## src/rtl/uart_packet_pkg.sv

```systemverilog
// Shared constants for the UART packet layer: message types, header length
// and the packet engine state encoding.
package uart_packet_pkg;

    localparam int HDR_LEN = 4;

    localparam logic [7:0] TYPE_INFO     = 8'd0;
    localparam logic [7:0] TYPE_INVALID  = 8'd1;
    localparam logic [7:0] TYPE_PUSH_JOB = 8'd2;
    localparam logic [7:0] TYPE_ACK      = 8'd3;
    localparam logic [7:0] TYPE_NONCE    = 8'd4;

    typedef enum logic [2:0] {
        ST_IDLE,
        ST_READ,
        ST_DISCARD,
        ST_PARSE,
        ST_SEND
    } state_e;

endpackage

```

## src/rtl/uart_tx_sequencer.sv

```systemverilog
// Serialises one reply frame (length, two zero bytes, type, payload LSB first)
// or a single PING byte into uart transmit strobes, one byte per free slot.
module uart_tx_sequencer
    import uart_packet_pkg::*;
(
    input  logic        clk_i,
    input  logic        rst_i,
    input  logic        load_i,
    input  logic        ping_i,
    input  logic [7:0]  len_i,
    input  logic [7:0]  type_i,
    input  logic [63:0] payload_i,
    input  logic        tx_busy_i,
    output logic        tx_start_o,
    output logic [7:0]  tx_byte_o,
    output logic        active_o
);

    logic        active_q;
    logic        tx_start_q;
    logic [7:0]  tx_byte_q;
    logic [7:0]  idx_q;
    logic        ping_q;
    logic [7:0]  len_q;
    logic [7:0]  type_q;
    logic [63:0] payload_q;

    logic        cur_active;
    logic        cur_ping;
    logic [7:0]  cur_len;
    logic [7:0]  cur_type;
    logic [7:0]  cur_idx;
    logic [63:0] cur_payload;
    logic        fire;
    logic        last;
    logic [7:0]  cur_byte;

    function automatic logic [7:0] frame_byte(input logic ping, input logic [7:0] idx,
                                              input logic [7:0] len, input logic [7:0] typ,
                                              input logic [63:0] pl);
        logic [2:0] off;
        off = 3'(idx - 8'(HDR_LEN));
        if (ping || idx == 8'd1 || idx == 8'd2) return 8'h00;
        if (idx == 8'd0) return len;
        if (idx == 8'd3) return typ;
        return pl[{off, 3'b000} +: 8];
    endfunction

    // A load is usable on the same edge so the first byte leaves without a bubble.
    always_comb begin
        cur_active  = load_i | active_q;
        cur_ping    = load_i ? ping_i    : ping_q;
        cur_len     = load_i ? len_i     : len_q;
        cur_type    = load_i ? type_i    : type_q;
        cur_payload = load_i ? payload_i : payload_q;
        cur_idx     = load_i ? 8'd0      : idx_q;
        fire        = cur_active && !tx_busy_i && !tx_start_q;
        last        = cur_ping || (cur_idx == cur_len - 8'd1);
        cur_byte    = frame_byte(cur_ping, cur_idx, cur_len, cur_type, cur_payload);
    end

    always_ff @(posedge clk_i or posedge rst_i) begin
        if (rst_i) begin
            active_q   <= 1'b0;
            tx_start_q <= 1'b0;
            tx_byte_q  <= 8'h00;
            idx_q      <= 8'd0;
        end else begin
            tx_start_q <= fire;
            if (fire) begin
                tx_byte_q <= cur_byte;
                idx_q     <= cur_idx + 8'd1;
                active_q  <= !last;
            end else begin
                idx_q    <= cur_idx;
                active_q <= cur_active;
            end
        end
    end

    always_ff @(posedge clk_i) begin
        if (load_i) begin
            ping_q    <= ping_i;
            len_q     <= len_i;
            type_q    <= type_i;
            payload_q <= payload_i;
        end
    end

    assign tx_start_o = tx_start_q;
    assign tx_byte_o  = tx_byte_q;
    assign active_o   = active_q;

endmodule

```

## src/rtl/uart_packet_engine.sv

```systemverilog
// Packet layer above the byte uart: frames length-prefixed requests, answers
// PING/GET_INFO, latches PUSH_JOB work and reports golden nonces.
module uart_packet_engine
    import uart_packet_pkg::*;
#(
    parameter int          MSG_BUF_LEN    = 60,
    parameter int          WORK_BYTES     = 12,
    parameter logic [63:0] INFO_WORD      = 64'hDEADBEEF13370D13,
    parameter int          TIMEOUT_CYCLES = 12000000
) (
    input  logic                    sys_clk,
    input  logic                    rst,
    input  logic                    rx_valid,
    input  logic [7:0]              rx_byte,
    input  logic                    tx_busy,
    output logic                    tx_start,
    output logic [7:0]              tx_byte,
    input  logic                    nonce_valid,
    input  logic [31:0]             nonce,
    output logic [WORK_BYTES*8-1:0] work_data,
    output logic                    work_valid,
    output logic                    proto_error
);

    localparam int              TO_W    = $clog2(TIMEOUT_CYCLES + 1);
    localparam int              BUF_W   = MSG_BUF_LEN * 8;
    localparam int              WORK_W  = WORK_BYTES * 8;
    localparam logic [8:0]      MAX_LEN = 9'(MSG_BUF_LEN + HDR_LEN);
    localparam logic [7:0]      JOB_LEN = 8'(WORK_BYTES + HDR_LEN);
    localparam logic [7:0]      HDR_B   = 8'(HDR_LEN);
    localparam logic [TO_W-1:0] TO_LAST = TO_W'(TIMEOUT_CYCLES - 1);

    state_e            state_q;
    logic [7:0]        len_q;
    logic [7:0]        cnt_q;
    logic [7:0]        type_q;
    logic [TO_W-1:0]   to_q;
    logic [WORK_W-1:0] work_q;
    logic              work_valid_q;
    logic              perr_q;
    logic              npend_q;
    logic [31:0]       nonce_q;
    logic [BUF_W-1:0]  pbuf_q;

    logic        is_info;
    logic        is_job;
    logic        nonce_go;
    logic        seq_active;
    logic        ld;
    logic        ld_ping;
    logic [7:0]  ld_len;
    logic [7:0]  ld_type;
    logic [63:0] ld_payload;

    always_comb begin
        is_info    = (type_q == TYPE_INFO) && (len_q == HDR_B);
        is_job     = (type_q == TYPE_PUSH_JOB) && (len_q == JOB_LEN);
        nonce_go   = (state_q == ST_IDLE) && !rx_valid && npend_q && !seq_active;
        ld         = 1'b0;
        ld_ping    = 1'b0;
        ld_len     = HDR_B;
        ld_type    = TYPE_INVALID;
        ld_payload = '0;
        case (state_q)
            ST_IDLE: begin
                if (rx_valid) begin
                    if (rx_byte == 8'h00) begin
                        ld      = 1'b1;
                        ld_ping = 1'b1;
                    end else if (rx_byte < HDR_B) begin
                        ld = 1'b1;
                    end
                end else if (nonce_go) begin
                    ld         = 1'b1;
                    ld_len     = HDR_B + 8'd4;
                    ld_type    = TYPE_NONCE;
                    ld_payload = {32'h0, nonce_q};
                end
            end
            ST_DISCARD: ld = rx_valid && (cnt_q == len_q);
            ST_PARSE: begin
                ld = 1'b1;
                if (is_info) begin
                    ld_len     = HDR_B + 8'd8;
                    ld_type    = TYPE_INFO;
                    ld_payload = INFO_WORD;
                end else if (is_job) begin
                    ld_type = TYPE_ACK;
                end
            end
            default: ;
        endcase
    end

    // cnt_q holds the 1-based position of the byte about to arrive.
    always_ff @(posedge sys_clk or posedge rst) begin
        if (rst) begin
            state_q      <= ST_IDLE;
            len_q        <= 8'd0;
            cnt_q        <= 8'd0;
            type_q       <= 8'd0;
            to_q         <= '0;
            work_q       <= '0;
            work_valid_q <= 1'b0;
            perr_q       <= 1'b0;
            npend_q      <= 1'b0;
            nonce_q      <= 32'h0;
        end else begin
            work_valid_q <= 1'b0;
            perr_q       <= 1'b0;
            if (nonce_valid) begin
                npend_q <= 1'b1;
                nonce_q <= nonce;
            end else if (nonce_go) begin
                npend_q <= 1'b0;
            end
            case (state_q)
                ST_IDLE: begin
                    to_q <= '0;
                    if (rx_valid) begin
                        if (rx_byte != 8'h00 && rx_byte < HDR_B) begin
                            perr_q  <= 1'b1;
                            state_q <= ST_SEND;
                        end else if (rx_byte != 8'h00) begin
                            len_q <= rx_byte;
                            cnt_q <= 8'd2;
                            if ({1'b0, rx_byte} > MAX_LEN) begin
                                perr_q  <= 1'b1;
                                state_q <= ST_DISCARD;
                            end else begin
                                state_q <= ST_READ;
                            end
                        end
                    end else if (nonce_go) begin
                        state_q <= ST_SEND;
                    end
                end
                ST_READ, ST_DISCARD: begin
                    if (rx_valid) begin
                        to_q  <= '0;
                        cnt_q <= cnt_q + 8'd1;
                        if (state_q == ST_READ && cnt_q == HDR_B) type_q <= rx_byte;
                        if (cnt_q == len_q) state_q <= (state_q == ST_READ) ? ST_PARSE : ST_SEND;
                    end else if (to_q >= TO_LAST) begin
                        perr_q  <= 1'b1;
                        state_q <= ST_IDLE;
                    end else begin
                        to_q <= to_q + TO_W'(1);
                    end
                end
                ST_PARSE: begin
                    state_q <= ST_SEND;
                    if (is_job) begin
                        work_q       <= pbuf_q[BUF_W-1 -: WORK_W];
                        work_valid_q <= 1'b1;
                    end else if (!is_info) begin
                        perr_q <= 1'b1;
                    end
                end
                ST_SEND: if (!seq_active) state_q <= ST_IDLE;
                default: state_q <= ST_IDLE;
            endcase
        end
    end

    // Payload enters at the top, so the newest WORK_BYTES sit in the top slice.
    always_ff @(posedge sys_clk) begin
        if (state_q == ST_READ && rx_valid && cnt_q > HDR_B)
            pbuf_q <= {rx_byte, pbuf_q[BUF_W-1:8]};
    end

    generate
        if (WORK_BYTES < MSG_BUF_LEN) begin : g_spare
            logic buf_unused;
            assign buf_unused = ^pbuf_q[BUF_W-WORK_W-1:0];
        end
    endgenerate

    uart_tx_sequencer u_seq (
        .clk_i     (sys_clk),
        .rst_i     (rst),
        .load_i    (ld),
        .ping_i    (ld_ping),
        .len_i     (ld_len),
        .type_i    (ld_type),
        .payload_i (ld_payload),
        .tx_busy_i (tx_busy),
        .tx_start_o(tx_start),
        .tx_byte_o (tx_byte),
        .active_o  (seq_active)
    );

    assign work_data   = work_q;
    assign work_valid  = work_valid_q;
    assign proto_error = perr_q;

endmodule

```

## config.mk

```make
export PLATFORM = sky130hd
export DESIGN_NAME = uart_packet_engine
export DESIGN_NICKNAME = d
export VERILOG_FILES = /design/src/rtl/uart_packet_pkg.sv /design/src/rtl/uart_tx_sequencer.sv /design/src/rtl/uart_packet_engine.sv
export SDC_FILE = /design/constraint.sdc
export NUM_CORES = 1
export LEC_CHECK = 0
export CORE_MARGIN = 1.5
export CORE_UTILIZATION = 52
export CTS_BUF_LIST = sky130_fd_sc_hd__clkbuf_16
export DETAILED_ROUTE_END_ITERATION = 6
export GPL_ROUTABILITY_DRIVEN = 0
export MAX_ROUTING_LAYER = met4
export PLACE_DENSITY_LB_ADDON = 0.1
export SLEW_MARGIN = 20
export SYNTH_ARGS = -nofsm -noshare
export SYNTH_HDL_FRONTEND = slang
export SYNTH_HIERARCHICAL = 1
export SYNTH_SLANG_ARGS = --single-unit
export TNS_END_PERCENT = 5
```

## constraint.sdc

```tcl
create_clock -name sys_clk -period 8.51 [get_ports sys_clk]
set_input_delay 1.702 -clock sys_clk [delete_from_list [all_inputs] [get_ports sys_clk]]
set_output_delay 1.702 -clock sys_clk [all_outputs]
set_load 0.05 [all_outputs]
```

# Word level (Yosys, flattened, before mapping)
# Cells that the tools add are included.
[op_classes]
n_lt_le_gt_ge = 4
mux = 72
n_bitwise = 2
eq_ne = 23
n_addsub = 5
shift = 1
n_reduce_logical = 34
[ops]
columns = ["cell", "count"]
rows = [
  ["$mux 64", 2],
  ["$pmux 64 s2", 1],
  ["$mux 8", 14],
  ["$mux 32", 2],
  ["$shiftx 64x7->8", 1],
  ["$mux 24", 2],
  ["$pmux 24 s2", 1],
  ["$mux 3", 11],
  ["$mux 1", 27],
  ["$add 24x1->24 const B", 1],
  ["$eq 8x2->1 const B", 3],
  ["$ge 24x24->1 const B", 1],
  ["$logic_not 8->1", 3],
  ["$add 8x1->8 const B", 2],
  ["$eq 8x3->1 const B", 2],
  ["$eq 8x8->1", 2],
  ["$pmux 8 s2", 1],
  ["$logic_and 1x1->1", 12],
  ["$mux 4", 3],
  ["$ne 3x3->1 const B", 4],
  ["$pmux 3 s4", 1],
  ["$reduce_and 5->1", 2],
  ["$eq 8x1->1 const B", 1],
  ["$eq 8x5->1 const B", 1],
  ["other kinds (26)", 41],
]
[totals]
wordCells = 160
out_inout_bits = 107
inputBits = 45
regBits = 761

# Longest topological paths before layout
[logic_depth]
depth_word = 18
depth_mapped = 18

# Hierarchy
# The synthesis kept the hierarchy.
[by_module_without_submodules]
columns = ["module", "instances", "cells_per_inst", "area_each_um2", "seq_area_each_um2"]
rows = [
  ["uart_packet_engine", 1, 718, 10920.5, 7437.1],
  ["uart_tx_sequencer", 1, 387, 4594.4, 2072.0],
]

# Worst setup path before layout
# Ideal clock, no wire load.
[synth_path]
path_kind = "input-to-reg"
from = "in rx_valid"
to = "reg pbuf_q[384] (enable)"
path_buffers = 0
setup_slack_ns = 1.900
arrival_ns = 6.059
stages = 4
setup_ns = 0.551
cell_sequence = "nand2b_2 nor2_1 nand2_1 nor2_1"
[synth_via]
elab_chain_cells = 2
[synth_rtl]
columns = ["item", "line", "rtl"]
rows = [
  ["start: declaration", "uart_packet_engine.sv:13", "input logic rx_valid,"],
  ["$logic_and 1x1->1 (2 in series)", "uart_packet_engine.sv:168", "if (state_q == ST_READ && rx_valid && cnt_q > HDR_B)"],
  ["end signal: assignment", "uart_packet_engine.sv:169", "pbuf_q <= {rx_byte, pbuf_q[BUF_W-1:8]};"],
  ["end: declaration", "uart_packet_engine.sv:43", "logic [BUF_W-1:0] pbuf_q;"],
]
# No other way between the ends.
# A chain may end at the register's enable or synchronous reset.

# Worst setup path after layout
[layout_path]
from = "in rx_byte[4]"
to = "reg u_seq.active_q, in the netlist u_seq/active_o"
[layout_via]
elab_chain_cells = 11
[layout_rtl]
columns = ["item", "line", "rtl"]
rows = [
  ["start: declaration", "uart_packet_engine.sv:14", "input logic [7:0] rx_byte,"],
  ["$lt 8x3->1", "uart_packet_engine.sv:70", "end else if (rx_byte < HDR_B) begin"],
  ["$mux 1", "uart_packet_engine.sv:70", ""],
  ["$mux 1 (*)", "uart_packet_engine.sv:67", "if (rx_byte == 8'h00) begin"],
  ["$mux 1 (*)", "uart_packet_engine.sv:66", "if (rx_valid) begin"],
  ["$pmux 1 s3 (*)", "uart_packet_engine.sv:64", "case (state_q)"],
  ["via ld", "uart_packet_engine.sv:49", "logic ld;"],
  ["$mux 8", "uart_tx_sequencer.sv:53", "cur_len = load_i ? len_i : len_q;"],
  ["$sub 8x1->8", "uart_tx_sequencer.sv:58", "last = cur_ping || (cur_idx == cur_len - 8'd1);"],
  ["$eq 8x8->1", "uart_tx_sequencer.sv:58", ""],
  ["$logic_or 1x1->1", "uart_tx_sequencer.sv:58", ""],
  ["$logic_not 1->1", "uart_tx_sequencer.sv:73", "active_q <= !last;"],
  ["$mux 1 (*)", "uart_tx_sequencer.sv:70", "if (fire) begin"],
  ["end signal: assignment", "uart_tx_sequencer.sv:73", ""],
  ["end signal: assignment", "uart_tx_sequencer.sv:76", "active_q <= cur_active;"],
  ["end: declaration", "uart_tx_sequencer.sv:19", "logic active_q;"],
]
# Mark *: on every way through the listed nets, which the timed path passes. The rest lies on a longest branch.

==> flow_metrics.env <==
export IMPL_rsz0062_at_grt="no"
export IMPL_cp_data_required_time_ns=8.91
export IMPL_power_switching_mw=1.47
export IMPL_fillers=2256
export IMPL_wl_per_cell_um=17.6
export IMPL_status="finished, final reports clean"
export IMPL_min_to="pbuf_q[433]$_DFFE_PP_"
export IMPL_die_area_um2=30900
export IMPL_ys_ff_latch=377
export IMPL_worstSkewPairLatency_ns=0.53
export IMPL_endpoint_kind="flip-flop"
export IMPL_vias_per_cell=5.42
export IMPL_finalSetupViolations=0
export IMPL_cts_resized=0
export IMPL_regArea_um2=9510
export IMPL_max_freq_mhz=193
export IMPL_arrival_ns=5.58
export IMPL_ir_worst_vdd_mv=0.151
export IMPL_fp_dieW_um=176
export IMPL_drv_cap=0
export IMPL_switching_share_pct=29.3
export IMPL_r2r_cells=10
export IMPL_clkPwrFrac_pct=32.6
export IMPL_drtIter0Drc=498
export IMPL_syn_area_per_cell_um2=14.0
export IMPL_skew_ns=0.0160
export IMPL_clock_sinks=377
export IMPL_hp_class="flip-flop to flip-flop"
export IMPL_p_leak_nw=7.91
export IMPL_cts_root_buf="clkbuf_16"
export IMPL_rr_startpoint="state_q[2]$_DFFE_PP0P_"
export IMPL_num_vias=9253
export IMPL_async_reset_ff_share_pct=53.1
export IMPL_timing_rr_end="u_seq/active_o$_DFF_PP0_"
export IMPL_routed_wl_mm=30.0
export IMPL_hpwl_mm=19.8
export IMPL_port_buffers=151
export IMPL_post_cts_buffers=0
export IMPL_clk_path_buf_depth=3
export IMPL_ff2ff_setup_slack_ns=4.53
export IMPL_use_met1_pct=28.2
export IMPL_ctsHoldBuffers=0
export IMPL_dr_pass1_iters=6
export IMPL_cp_max_fo=54
export IMPL_intPower_mw=3.54
export IMPL_grt_max_degree=90
export IMPL_antenna_found_initial=0
export IMPL_worst_path_buf_inv=2
export IMPL_finalCriticalPeriod_ns=5.18
export IMPL_slowest_stage="o221ai_4"
export IMPL_ys_seq_area_share_pct=61.3
export IMPL_fin_tns_setup_ns=0
export IMPL_cts_tree="done"
export IMPL_instances_no_fill=1708
export IMPL_route_detailed_drc=0
export IMPL_clk_pin_slew_worst_paths_ns=0.06
export IMPL_finalCritPeriodShare_pct=60.8
export IMPL_htreeDepth=2
export IMPL_gr_max_usage_layer="met2"
export IMPL_tightest_slew_ns=1.03
export IMPL_slew_violations=0
export IMPL_power_density_nw_per_um2=267
export IMPL_crit_type="input port to flip-flop"
export IMPL_ant_nets=0
export IMPL_path_delay_family="compound AO/OA/AOI/OAI gates"
export IMPL_p_comb_share_pct=22.9
export IMPL_relSlewSlack_pct=31.4
export IMPL_area_growth_pct=20.7
export IMPL_synth_top_flop_cell="dfrtp_1"
export IMPL_gr_total_overflow=0
export IMPL_dpl_cell_count=1634
export IMPL_synth_edf_count=96
export IMPL_grt_usage_pct=20.6
export IMPL_die_h_um=176
export IMPL_worstHoldStart="pbuf_q[441]$_DFFE_PP_"
export IMPL_globalRouteMet3Util_pct=3.12
export IMPL_ys_types=72
export IMPL_hold_violations=0
export IMPL_grt_use_met2_pct=31.4
export IMPL_multi_input_area_um2=5800
export IMPL_cts_buffers=40
export IMPL_syn_cell_area_um2=15500
export IMPL_first_global_vias=9186
export IMPL_num_rows=63
export IMPL_start_util_pct=52.6
export IMPL_p_seq_share_pct=44.5
export IMPL_diodes=0
export IMPL_crit_chain="clkdlybuf4s50_1 -> nor4_4 -> nand2_1 -> o221ai_4 -> buf_4 -> nor3b_1 -> o21ai_1 -> xor2_1 -> nor3_1 -> o21ai_0 -> a311o_1"
export IMPL_grt_pass1_wl_mm=49.6
export IMPL_num_nets_final=1339
export IMPL_whs_path_depth=0
export IMPL_core_area_um2=29500
export IMPL_ys_warn_count=6
export IMPL_critPathMaxStageDelay_ns=0.73
export IMPL_drive_above_1_share_pct=25.3
export IMPL_startpoint_type="input port"
export IMPL_io_pin_count=152
export IMPL_syn_inst=1105
kinds of logic (layout without fill, tap and decap cells):
group,count (synthesis),after routing,synth area share [%]
AOI/OAI and AO/OA,117,117,5.19
xor gates and xnor gates,50,50,2.82
adders and majority gates,8,8,0.645
buffers and inverters,71,256,2.23
DFF,377,377,61.3
muxes,260,260,20.0
other,1,29,0.0242
and+or+nand+nor,221,221,7.80
per-stage QoR:
stage	util [%]	total power [mW]	cell area, um^2	setup WS, ns	hold slack (ns)
floorplan	-	3.13	15600	1.86	0.420
CTS	63.5	5.07	18700	3.35	0.442
detailed placement	59.3	3.41	17500	2.80	0.429
global route	63.5	5.26	18700	3.08	0.449
finish	63.5	5.01	18700	3.33	0.439
global placement	59.3	3.40	17500	2.87	0.425
synthesized netlist by cell type, types with 3 or more instances:
master	count	share of area (%)
o311a_1	3	0.19
nand4_1	27	1.1
nor4_1	3	0.12
clkbuf_1	17	0.41
or3_1	3	0.12
nor2b_1	6	0.24
buf_2	24	0.77
mux4_2	12	1.7
nor3_1	14	0.45
a211oi_1	4	0.19
nand2_1	36	0.87
inv_1	17	0.41
nand2b_1	10	0.40
and3_1	10	0.40
nor2_1	57	1.4
mux4_1	3	0.51
o21ai_0	25	0.81
o211ai_1	5	0.24
xor2_1	27	1.5
or2_2	3	0.12
dfxtp_1	81	10
a21oi_1	24	0.77
nand3_1	11	0.35
ha_1	8	0.65
xnor2_1	23	1.3
mux2_2	229	17
mux2i_1	13	0.84
dfrtp_1	200	32
a31oi_1	5	0.20
edfxtp_1	96	19
and2_1	22	0.89
a21o_1	26	1.3
buf_4	9	0.44
nor4_4	3	0.41
how the worst max path moves through the flow:
stage,startpoint,end,slack (ns),depth (start not counted)
after floorplan,rst,cnt_q[0]$_DFFE_PP0P_,1.86,1
after global placement,rx_byte[4],u_seq/active_o$_DFF_PP0_,2.87,11
after detailed placement,rx_byte[4],u_seq/active_o$_DFF_PP0_,2.80,11
after CTS,rx_byte[4],u_seq/active_o$_DFF_PP0_,3.35,11
after global routing,rx_byte[4],u_seq/tx_byte_o[3]$_DFFE_PP0P_,3.08,11
final,rx_byte[4],u_seq/active_o$_DFF_PP0_,3.33,11
flip-flops by register name (all words and copies together), names as in the netlist, 24 cells and up:
register and flops:
u_seq/payload_q 64, work_data 96, to_q 24, nonce_q 32
pbuf_q 96
worst reg2reg max path, cell delays in order (launching register included):
cell and delay (ns):
dfrtp_1 0.51, nand2b_2 0.30, or3_1 0.46, o221ai_4 0.71
buf_4 0.65, nor3b_1 0.27, o21ai_1 0.14, xor2_1 0.17
nor3_1 0.19, o21ai_0 0.12, a311o_1 0.35
placed cells by master, fill, tap and decap left out, types with 4 or more instances in the layout:
cell	Yosys	routed
conb_1	1	29
clkdlybuf4s50_1	0	151
nor2b_1	6	6
mux4_2	12	12
dfrtp_1	200	200
a211oi_1	4	4
dfxtp_1	81	81
nor2_1	57	56
nor3_1	14	14
a21o_1	26	26
a31oi_1	5	5
ha_1	8	8
o21ai_0	25	25
a21oi_1	24	24
clkinv_1	0	12
nand3_1	11	11
mux2_2	229	229
edfxtp_1	96	96
nand2_1	36	36
xnor2_1	23	23
nand4_1	27	27
mux2i_1	13	13
xor2_1	27	27
and2_1	22	22
buf_4	9	14
nand2b_1	10	10
and3_1	10	10
o211ai_1	5	5
clkinv_2	0	5
clkbuf_16	0	42
inv_1	17	26
layer usage:
metal	share of wire (%)	up-vias
li1	-	4369
met5	0	-
met2	47	246
met4	2.8	0
met1	45	4583
met3	4.7	55
cell type report:
cell class	instances	area share [%]
clock buffer	42	5.61
sequential	377	50.8
clock inverter	32	1.06
tap	390	2.60
multi-input combinational	685	31.0
inverter	17	0.367
timing repair buffer	165	8.63
power groups by stage:
stage	registers, mW	clock network (mW)	logic, mW
floorplan	2.23	0	0.902
global placement	2.26	0	1.14
detailed placement	2.26	0	1.15
CTS	2.23	1.68	1.16
global route	2.26	1.75	1.25
finish	2.23	1.63	1.15
Power figures use the tool's default switching activity.
